[config.mk]
export PLATFORM = sky130hd
export DESIGN_NAME = event_monitor_core_flat
export DESIGN_NICKNAME = d
export VERILOG_FILES = /design/src/rtl/event_monitor_pkg.sv /design/src/rtl/event_monitor_if.sv /design/src/rtl/event_fifo.sv /design/src/rtl/event_monitor_core.sv /design/src/flat_wrapper.sv
export SDC_FILE = /design/constraint.sdc
export NUM_CORES = 1
export LEC_CHECK = 0
export CORE_ASPECT_RATIO = 0.75
export CORE_UTILIZATION = 25
export DETAILED_ROUTE_END_ITERATION = 6
export PLACE_DENSITY = 0.48
export SYNTH_ARGS = -nofsm -noshare
export SYNTH_HDL_FRONTEND = slang
export SYNTH_SLANG_ARGS = --single-unit
[constraint.sdc]
create_clock -name clk -period 6.6 [get_ports clk]
set_clock_uncertainty 0.1 [all_clocks]
set_input_delay 1.32 -clock clk [delete_from_list [all_inputs] [get_ports clk]]
set_output_delay 1.32 -clock clk [all_outputs]
set_load 0.1 [all_outputs]
[src/rtl/event_monitor_pkg.sv]
// Shared types and event-record field helpers for the event monitor.
// The helpers decode records built with the default widths below.
package event_monitor_pkg;

  localparam int unsigned EVMON_PROBE_W = 8;
  localparam int unsigned EVMON_ID_W    = 4;
  localparam int unsigned EVMON_TS_W    = 16;
  localparam int unsigned EVMON_EVT_W   = EVMON_TS_W + EVMON_ID_W + EVMON_PROBE_W;

  localparam int unsigned EVMON_DATA_LSB = 0;
  localparam int unsigned EVMON_ID_LSB   = EVMON_PROBE_W;
  localparam int unsigned EVMON_TS_LSB   = EVMON_PROBE_W + EVMON_ID_W;

  typedef enum logic [1:0] {
    MATCH    = 2'd0,
    MISMATCH = 2'd1,
    CHANGE   = 2'd2,
    RISE     = 2'd3
  } trig_mode_e;

  function automatic logic [EVMON_TS_W-1:0] get_ts(input logic [EVMON_EVT_W-1:0] evt);
    return evt[EVMON_TS_LSB +: EVMON_TS_W];
  endfunction

  function automatic logic [EVMON_ID_W-1:0] get_id(input logic [EVMON_EVT_W-1:0] evt);
    return evt[EVMON_ID_LSB +: EVMON_ID_W];
  endfunction

  function automatic logic [EVMON_PROBE_W-1:0] get_data(input logic [EVMON_EVT_W-1:0] evt);
    return evt[EVMON_DATA_LSB +: EVMON_PROBE_W];
  endfunction

endpackage

[src/rtl/event_monitor_if.sv]
// Event read-out port: FIFO head, valid flag and pop from the bus front end.
interface event_monitor_if #(
  parameter int unsigned EVT_W = event_monitor_pkg::EVMON_EVT_W
);

  logic [EVT_W-1:0] evt_data;
  logic             evt_valid;
  logic             evt_pop;

  modport master (output evt_data, output evt_valid, input evt_pop);
  modport slave  (input evt_data, input evt_valid, output evt_pop);

endinterface

[src/rtl/event_fifo.sv]
// Synchronous first-word-fall-through FIFO; a push on a full FIFO is
// accepted only when a pop happens on the same edge.
module event_fifo #(
  parameter int unsigned WIDTH = 28,
  parameter int unsigned DEPTH = 4
) (
  input  logic             clk,
  input  logic             rst,
  input  logic             push,
  input  logic             pop,
  input  logic [WIDTH-1:0] wdata,
  output logic [WIDTH-1:0] rdata,
  output logic             empty,
  output logic             full,
  output logic             overflow
);

  localparam int unsigned AW = $clog2(DEPTH);
  localparam int unsigned CW = AW + 1;

  logic [WIDTH-1:0] mem [DEPTH];
  logic [AW-1:0]    wr_ptr;
  logic [AW-1:0]    rd_ptr;
  logic [CW-1:0]    count;
  logic             do_push_c;
  logic             do_pop_c;

  assign empty     = (count == '0);
  assign full      = (count == CW'(DEPTH));
  assign do_pop_c  = pop & ~empty;
  assign do_push_c = push & (~full | pop);
  assign overflow  = push & full & ~pop;
  assign rdata     = mem[rd_ptr];

  always_ff @(posedge clk or posedge rst) begin
    if (rst) begin
      for (int i = 0; i < int'(DEPTH); i++) mem[i] <= '0;
      wr_ptr <= '0;
      rd_ptr <= '0;
      count  <= '0;
    end else begin
      if (do_push_c) begin
        mem[wr_ptr] <= wdata;
        wr_ptr      <= wr_ptr + AW'(1);
      end
      if (do_pop_c) rd_ptr <= rd_ptr + AW'(1);
      case ({do_push_c, do_pop_c})
        2'b10:   count <= count + CW'(1);
        2'b01:   count <= count - CW'(1);
        default: count <= count;
      endcase
    end
  end

endmodule

[src/rtl/event_monitor_core.sv]
// Event monitor: masked trigger on a tagged probe bus, timestamped capture into an FWFT FIFO.
// Edge trigger modes (CHANGE/RISE) are built only when EVMON_EDGE_TRIG_EN is defined.
module event_monitor_core
  import event_monitor_pkg::*;
#(
  parameter int unsigned PROBE_W    = 8,
  parameter int unsigned ID_W       = 4,
  parameter int unsigned TS_W       = 16,
  parameter int unsigned FIFO_DEPTH = 4
) (
  input  logic               clk,
  input  logic               rst,
  input  logic               en,
  input  logic               arm,
  input  logic [1:0]         trig_mode,
  input  logic [PROBE_W-1:0] trig_value,
  input  logic [PROBE_W-1:0] trig_mask,
  input  logic [ID_W-1:0]    probe_id,
  input  logic [PROBE_W-1:0] probe_data,
  event_monitor_if.master    evt,
  output logic               triggered_sticky,
  output logic               fifo_overflow_sticky
);

  localparam int unsigned EVT_W = TS_W + ID_W + PROBE_W;

  logic [TS_W-1:0]  ts;
  logic             cap_valid;
  logic [EVT_W-1:0] cap_data;
  logic             fifo_empty;
  logic             fifo_full;
  logic             fifo_ovf;
  trig_mode_e       mode_c;
  logic             match_c;
  logic             cond_c;
  logic             hit_c;

`ifdef EVMON_EDGE_TRIG_EN
  logic [PROBE_W-1:0] prev;

  always_ff @(posedge clk or posedge rst) begin
    if (rst)     prev <= '0;
    else if (en) prev <= probe_data;
  end
`endif

  assign mode_c  = trig_mode_e'(trig_mode);
  assign match_c = (((probe_data ^ trig_value) & trig_mask) == '0);

  // Trigger condition per mode; edge modes fall to default when not built
  always_comb begin
    cond_c = 1'b0;
    case (mode_c)
      MATCH:    cond_c = match_c;
      MISMATCH: cond_c = ~match_c;
`ifdef EVMON_EDGE_TRIG_EN
      CHANGE:   cond_c = |((probe_data ^ prev) & trig_mask);
      RISE:     cond_c = |(probe_data & ~prev & trig_mask);
`endif
      default:  cond_c = 1'b0;
    endcase
  end

  assign hit_c = en & arm & cond_c;

  // Timestamp, capture stage and sticky flags
  always_ff @(posedge clk or posedge rst) begin
    if (rst) begin
      ts                   <= '0;
      cap_valid            <= 1'b0;
      cap_data             <= '0;
      triggered_sticky     <= 1'b0;
      fifo_overflow_sticky <= 1'b0;
    end else begin
      if (en) ts <= ts + TS_W'(1);
      cap_valid <= hit_c;
      if (hit_c) cap_data <= {ts, probe_id, probe_data};
      if (!arm)       triggered_sticky <= 1'b0;
      else if (hit_c) triggered_sticky <= 1'b1;
      if (fifo_ovf) fifo_overflow_sticky <= 1'b1;
    end
  end

  event_fifo #(
    .WIDTH (EVT_W),
    .DEPTH (FIFO_DEPTH)
  ) u_fifo (
    .clk      (clk),
    .rst      (rst),
    .push     (cap_valid),
    .pop      (evt.evt_pop),
    .wdata    (cap_data),
    .rdata    (evt.evt_data),
    .empty    (fifo_empty),
    .full     (fifo_full),
    .overflow (fifo_ovf)
  );

  assign evt.evt_valid = ~fifo_empty;

  a_ovf_only_when_full: assert property (@(posedge clk) disable iff (rst) fifo_ovf |-> fifo_full);

endmodule

[src/flat_wrapper.sv]
// flat-port wrapper written by rule: the top's interface ports become plain ports
module event_monitor_core_flat import event_monitor_pkg::*;
#(
  parameter int unsigned PROBE_W    = 8,
  parameter int unsigned ID_W       = 4,
  parameter int unsigned TS_W       = 16,
  parameter int unsigned FIFO_DEPTH = 4
)
  (clk, rst, en, arm, trig_mode, trig_value, trig_mask, probe_id, probe_data, triggered_sticky, fifo_overflow_sticky, evt_evt_data, evt_evt_valid, evt_evt_pop);
  event_monitor_if #(.EVT_W(28)) evt_i ();
  input  logic clk;
  input  logic rst;
  input  logic en;
  input  logic arm;
  input  logic [1:0] trig_mode;
  input  logic [PROBE_W-1:0] trig_value;
  input  logic [PROBE_W-1:0] trig_mask;
  input  logic [ID_W-1:0] probe_id;
  input  logic [PROBE_W-1:0] probe_data;
  output logic triggered_sticky;
  output logic fifo_overflow_sticky;
  output wire logic [$bits(evt_i.evt_data)-1:0] evt_evt_data;
  output wire logic [$bits(evt_i.evt_valid)-1:0] evt_evt_valid;
  input wire logic [$bits(evt_i.evt_pop)-1:0] evt_evt_pop;
  assign evt_evt_data = evt_i.evt_data;
  assign evt_evt_valid = evt_i.evt_valid;
  assign evt_i.evt_pop = evt_evt_pop;
  event_monitor_core #(.PROBE_W(PROBE_W), .ID_W(ID_W), .TS_W(TS_W), .FIFO_DEPTH(FIFO_DEPTH)) u_core (.clk(clk), .rst(rst), .en(en), .arm(arm), .trig_mode(trig_mode), .trig_value(trig_value), .trig_mask(trig_mask), .probe_id(probe_id), .probe_data(probe_data), .evt(evt_i), .triggered_sticky(triggered_sticky), .fifo_overflow_sticky(fifo_overflow_sticky));
endmodule
==> results_dict.tcl, run 1 <==
set metrics [dict create \
    synth_seq_cells 166 \
    final_cell_mix "dfrtp_1, mux2_2, clkdlybuf4s50_1" \
    holdWs_ps 366.7 \
    slew_headroom_pct 24.53 \
    dieWidth_microns 197.6 \
    cts_resized 0 \
    final_layout_size_suffix_gt1_share_pct 39.16 \
    ios 66 \
    vdd_ir_drop_max_mv 0.1434 \
    path_class "reg -> out" \
    drv_slew 0 \
    drt-wirelength-per-cell_microns 16.93 \
    areaGrowthSynthToFinish_pct 22.96 \
    p_leak_nw 4.035 \
    dpl.hpwl_microns 9740 \
    clkTransAtPathRegs_ps 70 \
    finalCritPeriodShare_pct 71.41 \
    endpoint_kind "output port" \
    cts.sinks 166 \
    tightestPinTransition_ps 1132 \
    first_pass_iters 4 \
    power.density_mw_per_mm2 441.9 \
    grt_first_pass_wirelength_microns 24900 \
    cts_buffers 17 \
    port_buffers 65 \
    cts_hold_buffers 0 \
    grt_max_degree 107 \
    crit_fanout 19 \
    yosysWarningCount 0 \
    fin_util_pct 31.39 \
    final_common_cell "dfrtp_1" \
    post-place-ws_ps 2260 \
    antenna_cells 0 \
    final.setup.tns_ps 0 \
    slowest_delay_ps 1130 \
    finalHoldViolCount 0 \
    synthesis.nets 486 \
    avgSynthCellArea_sq_um 16.16 \
    synth_top_area_share_pct 57.88 \
    grt_overflow_total 0 \
    status "finished, final reports clean" \
    post_cts_buffers 0 \
    vias 3892 \
    clk_latency_ps 430 \
    setup_ws_ps 1887 \
    grt_pass1_vias 4259 \
    period_needed_ps 4713 \
    cp.required_ps 5180 \
    ys_seq_area_share_pct 57.88 \
    drc 0 \
    ys_types 29 \
    crit_slowest_cell "clkdlybuf4s50_1" \
    drt_wl_total_microns 15430 \
    maxCapViolCount 0 \
    syn-cell-area_sq_mm 0.007177 \
    synth_cells 444 \
    cts_root_buffer "clkbuf_16" \
    path_delay_family "buffers and inverters" \
    die_h_microns 148.7 \
    final_nets 556 \
    crit_arrival_ps 3290 \
    hp-class "reg -> reg" \
    initial_utilization_pct 25.53 \
    antenna_found_initial 0 \
    core.rowCount 53 \
    critPathBufInv 2 \
    grt_util_all_layers_pct 11.43 \
    crit_chain "buf_4 > mux4_2 > clkdlybuf4s50_1" \
    viasPerCell 4.272 \
    gp_congestion 0.6869 \
    setup-violations-final 0 \
    core-area_sq_mm 0.02812 \
    ant_nets 0 \
    first_iter_violations 149 \
    htreeDepth 4 \
    rsz0062_at_grt "false" \
    synthTopCellsByArea "dfrtp_1, mux2_2, mux4_2" \
    fp.dieArea_sq_mm 0.02940 \
    fmax_ghz 0.2122 \
    yosys.area.top_type "dfrtp_1" \
    tritoncts "built" \
    cts_buffer_depth 2 \
    cp-start-kind "flip-flop" \
]
kinds of logic after synthesis:
group | count (synthesis) | share of synthesized area (%)
simple gates | 39 | 3.155
fa+ha+maj | 7 | 1.325
buf+inv | 25 | 2.162
compound gates | 7 | 0.6972
flops | 166 | 57.88
xor+xnor | 29 | 3.539
mux | 171 | 31.24
worst register-to-register path, delay by kind of cell, from the launching register on:
kind             cells  cell delay (ps)
and+or+nand+nor      3             1530
muxes                1              480
DFF                  1              400
power by group:
| group | switching, mW | leakage [nW] | total [mW] | internal [mW] |
|---|---|---|---|---|
| Sequential | 0.226 | 2.21 | 1.50 | 1.27 |
| Clock | 0.427 | 0.278 | 1.01 | 0.583 |
| Combinational | 0.863 | 1.55 | 1.39 | 0.528 |
| Total | 1.52 | 4.04 | 3.90 | 2.38 |
path summary, 6_finish.rpt:
path	from	to	slack, ps	cells after the start
min	u_core.fifo_overflow_sticky	u_core.fifo_overflow_sticky	370	1
min reg2reg	u_core.fifo_overflow_sticky	u_core.fifo_overflow_sticky	370	1
max in group asynchronous	rst	u_core.u_fifo.mem[15]	3640	3
max	u_core.u_fifo.rd_ptr[1]	evt_evt_data[14]	1890	3
min in group asynchronous	rst	u_core.u_fifo.mem[16]	1360	2
max reg2reg	u_core.u_fifo.count[2]	u_core.u_fifo.mem[87]	3960	4
synthesized netlist by cell type, drive strengths merged:
cell type	instances
xnor2	13
nor3	1
fa	1
mux2	141
nand2	15
o21ai	1
nand3	2
buf	16
a22oi	4
and2	1
nor2b	1
ha	6
nor2	6
mux2i	2
inv	7
a21o	2
nor4b	1
xor2	16
mux4	28
and3	3
dfrtp	166
nand4	7
clkbuf	2
or3	2
metal layers:
layer	share of wire, %	track usage, %	routed length (microns)
met1	48	15.16	7384
met2	48	18.22	7398
met3	3.2	3.210	490
met4	1.0	3.256	155
met5	0	0	0
final cells by class:
| cell class | count | area [sq um] |
|---|---|---|
| inverters | 7 | 31.28 |
| fillers | 2784 | 19290 |
| repair buffers | 69 | 680.7 |
| flip-flops and latches | 166 | 4155 |
| clock buffers | 19 | 452.9 |
| multi-input cells | 253 | 2877 |
| clock inverters | 12 | 146.4 |
| well taps | 385 | 481.7 |
stage by stage:
| stage | power [mW] | cell area, sq um | cells |
|---|---|---|---|
| CTS | 3.965 | 8825 | 911 |
| finish | 3.900 | 8825 | 911 |
| detailed placement | 2.940 | 8225 | 880 |
| global route | 4.105 | 8825 | 911 |
| global placement | 2.890 | 8225 | 880 |
| floorplan | 2.578 | 7177 | 444 |
flip-flops by register name (all words and copies together) (netlist names):
name and count:
u_core.cap_data 28, u_core.cap_valid 1, u_core.fifo_overflow_sticky 1, u_core.triggered_sticky 1
u_core.ts 16, u_core.u_fifo.count 3, u_core.u_fifo.mem 112, u_core.u_fifo.rd_ptr 2
u_core.u_fifo.wr_ptr 2
Note: power is estimated with default switching activity, not from simulation.
==> run 2: changes to the inputs <==
PLACE_DENSITY = 0.5   (was 0.48)
clock period = 4.19 ns   (was 6.6 ns; I/O delays follow)
==> run 2 against run 1 <==
Global-route usage shrank 0.070 points. Power increased by 54%. Sequential share of layout area grew 0.32 points. Die area stayed put. Count of clock-buffer cells in the layout rose by 1. Setup slack worse by 850 ps. Non-clock buffer count increased by 3. Register-to-register slack got worse by 2300 ps.
==> results_dict.tcl, run 2 (synthesis gave the netlist of run 1 again) <==
set metrics [dict create \
    dpl.hpwl_microns 9845 \
    status "finished, final reports clean" \
    antenna_cells 0 \
    drt-wirelength-per-cell_microns 16.87 \
    final_layout_size_suffix_gt1_share_pct 44.91 \
    cts_hold_buffers 0 \
    areaGrowthSynthToFinish_pct 22.14 \
    vdd_ir_drop_max_mv 0.2155 \
    setup_ws_ps 1036 \
    clk_latency_ps 420 \
    period_needed_ps 3154 \
    initial_utilization_pct 25.53 \
    core-area_sq_mm 0.02812 \
    cts_buffer_depth 2 \
    drt_wl_total_microns 15430 \
    viasPerCell 4.269 \
    gp_congestion 0.6688 \
    grt_first_pass_wirelength_microns 24900 \
    ant_nets 0 \
    port_buffers 65 \
    fmax_ghz 0.3170 \
    endpoint_kind "output port" \
    hp-class "reg -> reg" \
    clkTransAtPathRegs_ps 70 \
    final_cell_mix "dfrtp_1, mux2_2, clkdlybuf4s50_1" \
    rsz0062_at_grt "false" \
    largest_register_ffs 112 \
    grt_util_all_layers_pct 11.36 \
    maxCapViolCount 0 \
    first_iter_violations 138 \
    cts_buffers 17 \
    setup-violations-final 0 \
    grt_overflow_total 0 \
    antenna_found_initial 0 \
    final.setup.tns_ps 0 \
    post-place-ws_ps 762.2 \
    tritoncts "built" \
    reg.largest.list "u_core.u_fifo.mem x112, u_core.cap_data x28, u_core.ts x16" \
    drv_slew 0 \
    cp-start-kind "flip-flop" \
    post_cts_buffers 0 \
    final_nets 559 \
    cts.sinks 166 \
    p_leak_nw 4.097 \
    crit_arrival_ps 2220 \
    grt_pass1_vias 4407 \
    path_class "reg -> out" \
    cts_resized 0 \
    grt_max_degree 99 \
    first_pass_iters 4 \
    largest_register "u_core.u_fifo.mem" \
    core.rowCount 53 \
    finalCritPeriodShare_pct 75.28 \
    cts_root_buffer "clkbuf_16" \
    crit_fanout 4 \
    ios 66 \
    fp.dieArea_sq_mm 0.02940 \
    tightestPinTransition_ps 1047 \
    finalHoldViolCount 0 \
    final_common_cell "dfrtp_1" \
    dieWidth_microns 197.6 \
    die_h_microns 148.7 \
    htreeDepth 4 \
    drc 0 \
    cp.required_ps 3250 \
    slew_headroom_pct 29.95 \
    power.density_mw_per_mm2 685.4 \
    vias 3906 \
]
-- run 2: cell types whose count changed in the layout (fill, tap and decap cells not counted), sizes merged --
cell | previous run | this run
buf | 4 | 35
clkdlybuf4s50 | 65 | 37
clkinv | 2 | 7
bufinv | 2 | 0
clkinvlp | 5 | 4
clkbuf | 19 | 20
inv | 10 | 8
-- run 2: cell type report --
type / instances / area (sq um)
Clock buffer: 20 / 466.7
Clock inverter: 12 / 97.59
Fill cell: 2768 / 19350
Inverter: 7 / 30.03
Multi-Input combinational cell: 253 / 2877
Sequential cell: 166 / 4155
Tap cell: 385 / 481.7
Timing Repair Buffer: 72 / 658.1
-- run 2: routing by layer --
metal  global-route usage [%]  share of wire (%)  routed length [microns]
met5                        0                  0                        0
met4                    3.682                1.2                      183
met2                    19.05                 50                     7702
met1                    14.37                 46                     7043
met3                    2.826                3.3                      502
-- run 2: critical path: stages (launching register included) --
cell	delay, ps
dfrtp_1	420
or3_1	390
clkdlybuf4s50_1	980
-- run 2: through the flow --
stage          instances  hold slack (ps)  power (mW)  utilization, %  area (sq um)
6_report             915            365.0       6.008           31.18          8766
5_1_grt              915            381.6       6.317           31.18          8766
4_1_cts              915            363.8       6.112           31.18          8766
3_5_place_dp         883            350.3       4.617           29.17          8202
3_3_place_gp         883            345.5       4.535           29.17          8202
2_1_floorplan        444            337.8       4.061               -          7181
-- run 2: path summary, 6_finish.rpt --
kind,start,end,slack [ps],cells after the start
max reg2reg,u_core.u_fifo.count[2],u_core.u_fifo.mem[87],1630,4
min reg2reg,u_core.fifo_overflow_sticky,u_core.fifo_overflow_sticky,370,1
max in group asynchronous,rst,u_core.u_fifo.mem[34],2170,4
min in group asynchronous,rst,u_core.u_fifo.mem[93],800,2
min,u_core.fifo_overflow_sticky,u_core.fifo_overflow_sticky,370,1
max,u_core.u_fifo.count[0],evt_evt_valid,1040,2
-- run 2: report_power, final --
part	total, mW	internal, mW	switching [mW]
combinational	2.21	0.811	1.39
clock	1.47	0.813	0.656
sequential	2.33	2.01	0.325
total	6.01	3.63	2.38
==> run 3: changes to the inputs <==
PLACE_DENSITY = 0.48   (was 0.5)
clock period = 3.15 ns   (was 4.19 ns; I/O delays follow)
==> run 3 against run 2 <==
Utilization up 1.5 points. Critical endpoint is now evt_evt_data[27]. Setup slack worse by 740 ps. Via count up 1.0%. First-iteration DRC count increased by 17%. Routed wire length rose by 1.0%. Count of clock-buffer cells in the layout down 1. Power rose by 44%.
==> results_dict.tcl, run 3 (synthesis gave the netlist of run 1 again) <==
set metrics [dict create \
    cts.sinks 166 \
    hp-start "u_core.ts[15]" \
    power.switching_mw 3.286 \
    cp-start-kind "flip-flop" \
    largest_register "u_core.u_fifo.mem" \
    stdcell_area_sq_mm 0.009179 \
    path_class "reg -> out" \
    grt_util_all_layers_pct 11.59 \
    tritoncts "built" \
    seqPwrFrac_pct 35.9 \
    cts_resized 0 \
    ant_nets 0 \
    setup-violations-final 0 \
    internal_power_mw 5.355 \
    rsz0062_at_grt "false" \
    crit_slowest_cell "mux4_2" \
    final_cell_mix "dfrtp_1, mux2_2, clkdlybuf4s50_1" \
    drv_slew 0 \
    post_cts_buffers 0 \
    dpl-instance-area_sq_mm 0.008589 \
    crit_top_cell "buf_12" \
    hp-class "reg -> reg" \
    multiInputGateArea_sq_mm 0.002877 \
    fmax_ghz 0.3500 \
    viasPerCell 4.308 \
    layoutNonFillerInstCount 916 \
    htreeDepth 4 \
    final_nets 560 \
    drt-wirelength-per-cell_microns 17.02 \
    core-area_sq_mm 0.02812 \
    finalPower_mw 8.641 \
    drt_wl_total_microns 15590 \
    cp.required_ps 2420 \
    cts_buffers 17 \
    register_area_sq_mm 0.004155 \
    first_pass_iters 4 \
    p_comb_share_pct 39.8 \
    final_layout_size_suffix_gt1_share_pct 45.39 \
    r2r_start "u_core.u_fifo.count[0]" \
    cts_root_buffer "clkbuf_16" \
    final.setup.tns_ps 0 \
    power.density_mw_per_mm2 941.4 \
    grt_pass1_vias 4472 \
    slew_headroom_pct 64.32 \
    grt_overflow_total 0 \
    p_leak_nw 4.214 \
    cts_buffer_depth 2 \
    p_sw_share_pct 38.02 \
    crit_arrival_ps 2130 \
    final_common_cell "dfrtp_1" \
    vdd_ir_drop_max_mv 0.3163 \
    fill_cells 2746 \
    cts_hold_buffers 0 \
    status "finished, final reports clean" \
    initial_utilization_pct 25.53 \
    dp.cells 884 \
    reg.largest.list "u_core.u_fifo.mem x112, u_core.cap_data x28, u_core.ts x16" \
    maxCapViolCount 0 \
    antenna_found_initial 0 \
    ios 66 \
    grt_max_degree 79 \
    tightestPinTransition_ps 535.2 \
    grt_first_pass_wirelength_microns 25360 \
    slowest_delay_ps 610 \
    crit_fanout 22 \
    critPathLaunch "u_core.u_fifo.rd_ptr[0]" \
    die_h_microns 148.7 \
    areaGrowthSynthToFinish_pct 27.89 \
    endpoint_kind "output port" \
    drc 0 \
    finalCritPeriodShare_pct 90.71 \
    largest_register_ffs 112 \
    dieWidth_microns 197.6 \
    core.rowCount 53 \
    first_iter_violations 162 \
    finalHoldViolCount 0 \
    vias 3946 \
    period_needed_ps 2857 \
    port_buffers 65 \
    fp.dieArea_sq_mm 0.02940 \
    clk_latency_ps 420 \
    gp_congestion 0.6911 \
    clkTransAtPathRegs_ps 70 \
    antenna_cells 0 \
    p_clk_share_pct 24.2 \
    dpl.hpwl_microns 10040 \
    crit_chain "buf_12 > mux4_2 > buf_12" \
]
[run 3: changes by cell type in the layout (fill, tap and decap cells not counted), sizes merged]
cell / delta
buf: +4
bufinv: +2
clkbuf: -1
clkdlybuf4s50: -3
clkinv: -5
clkinvlp: +1
inv: +3
[run 3: layout make-up]
class / count / area share [%]
inverter: 7 / 0.3272
timing repair buffer: 73 / 11.40
clock inverter: 13 / 1.595
tap: 385 / 5.248
multi-input combinational: 253 / 31.34
sequential: 166 / 45.27
clock buffer: 19 / 4.826
[run 3: path summary, 6_finish.rpt]
kind / slack, ps / to / cells past startpoint
max in group asynchronous: 1730 / u_core.u_fifo.rd_ptr[0] / 3
min in group asynchronous: 460 / u_core.u_fifo.mem[89] / 2
worst max-delay path: 290 / evt_evt_data[27] / 3
worst max register to register: 990 / u_core.u_fifo.count[2] / 9
worst min register to register: 370 / u_core.ts[15] / 1
worst min-delay path: 370 / u_core.ts[15] / 1
[run 3: power groups by stage]
stage / registers [mW] / logic, mW / clock network [mW]
2_1_floorplan: 2.98 / 2.42 / 0
3_3_place_gp: 3.09 / 3.44 / 0
3_5_place_dp: 3.15 / 3.49 / 0
4_1_cts: 3.12 / 3.50 / 2.16
5_1_grt: 3.19 / 3.60 / 2.25
6_report: 3.11 / 3.44 / 2.09
[run 3: worst max-delay path: cells and delay by family, from the launching register on]
family | cells | cell delay, ps
flip-flops | 1 | 590
multiplexers | 1 | 610
buffers and inverters | 2 | 480
[run 3: routing by layer]
layer | vias up | track usage (%) | share of wire [%]
met5 | - | 0 | 0
met1 | 2135 | 15.04 | 47
met3 | 6 | 3.595 | 3.4
met2 | 43 | 18.87 | 49
li1 | 1762 | - | -
met4 | 0 | 2.791 | 0.67
[run 3: metrics by stage]
stage               hold slack (ps)  util (%)  worst slack (ps)
detailed placement            347.7     30.55             273.2
CTS                           371.1     32.65             211.5
global placement              346.2     30.55             350.2
global route                  402.4     32.65             157.2
finish                        371.0     32.65             292.7
floorplan                     337.8         -             307.2
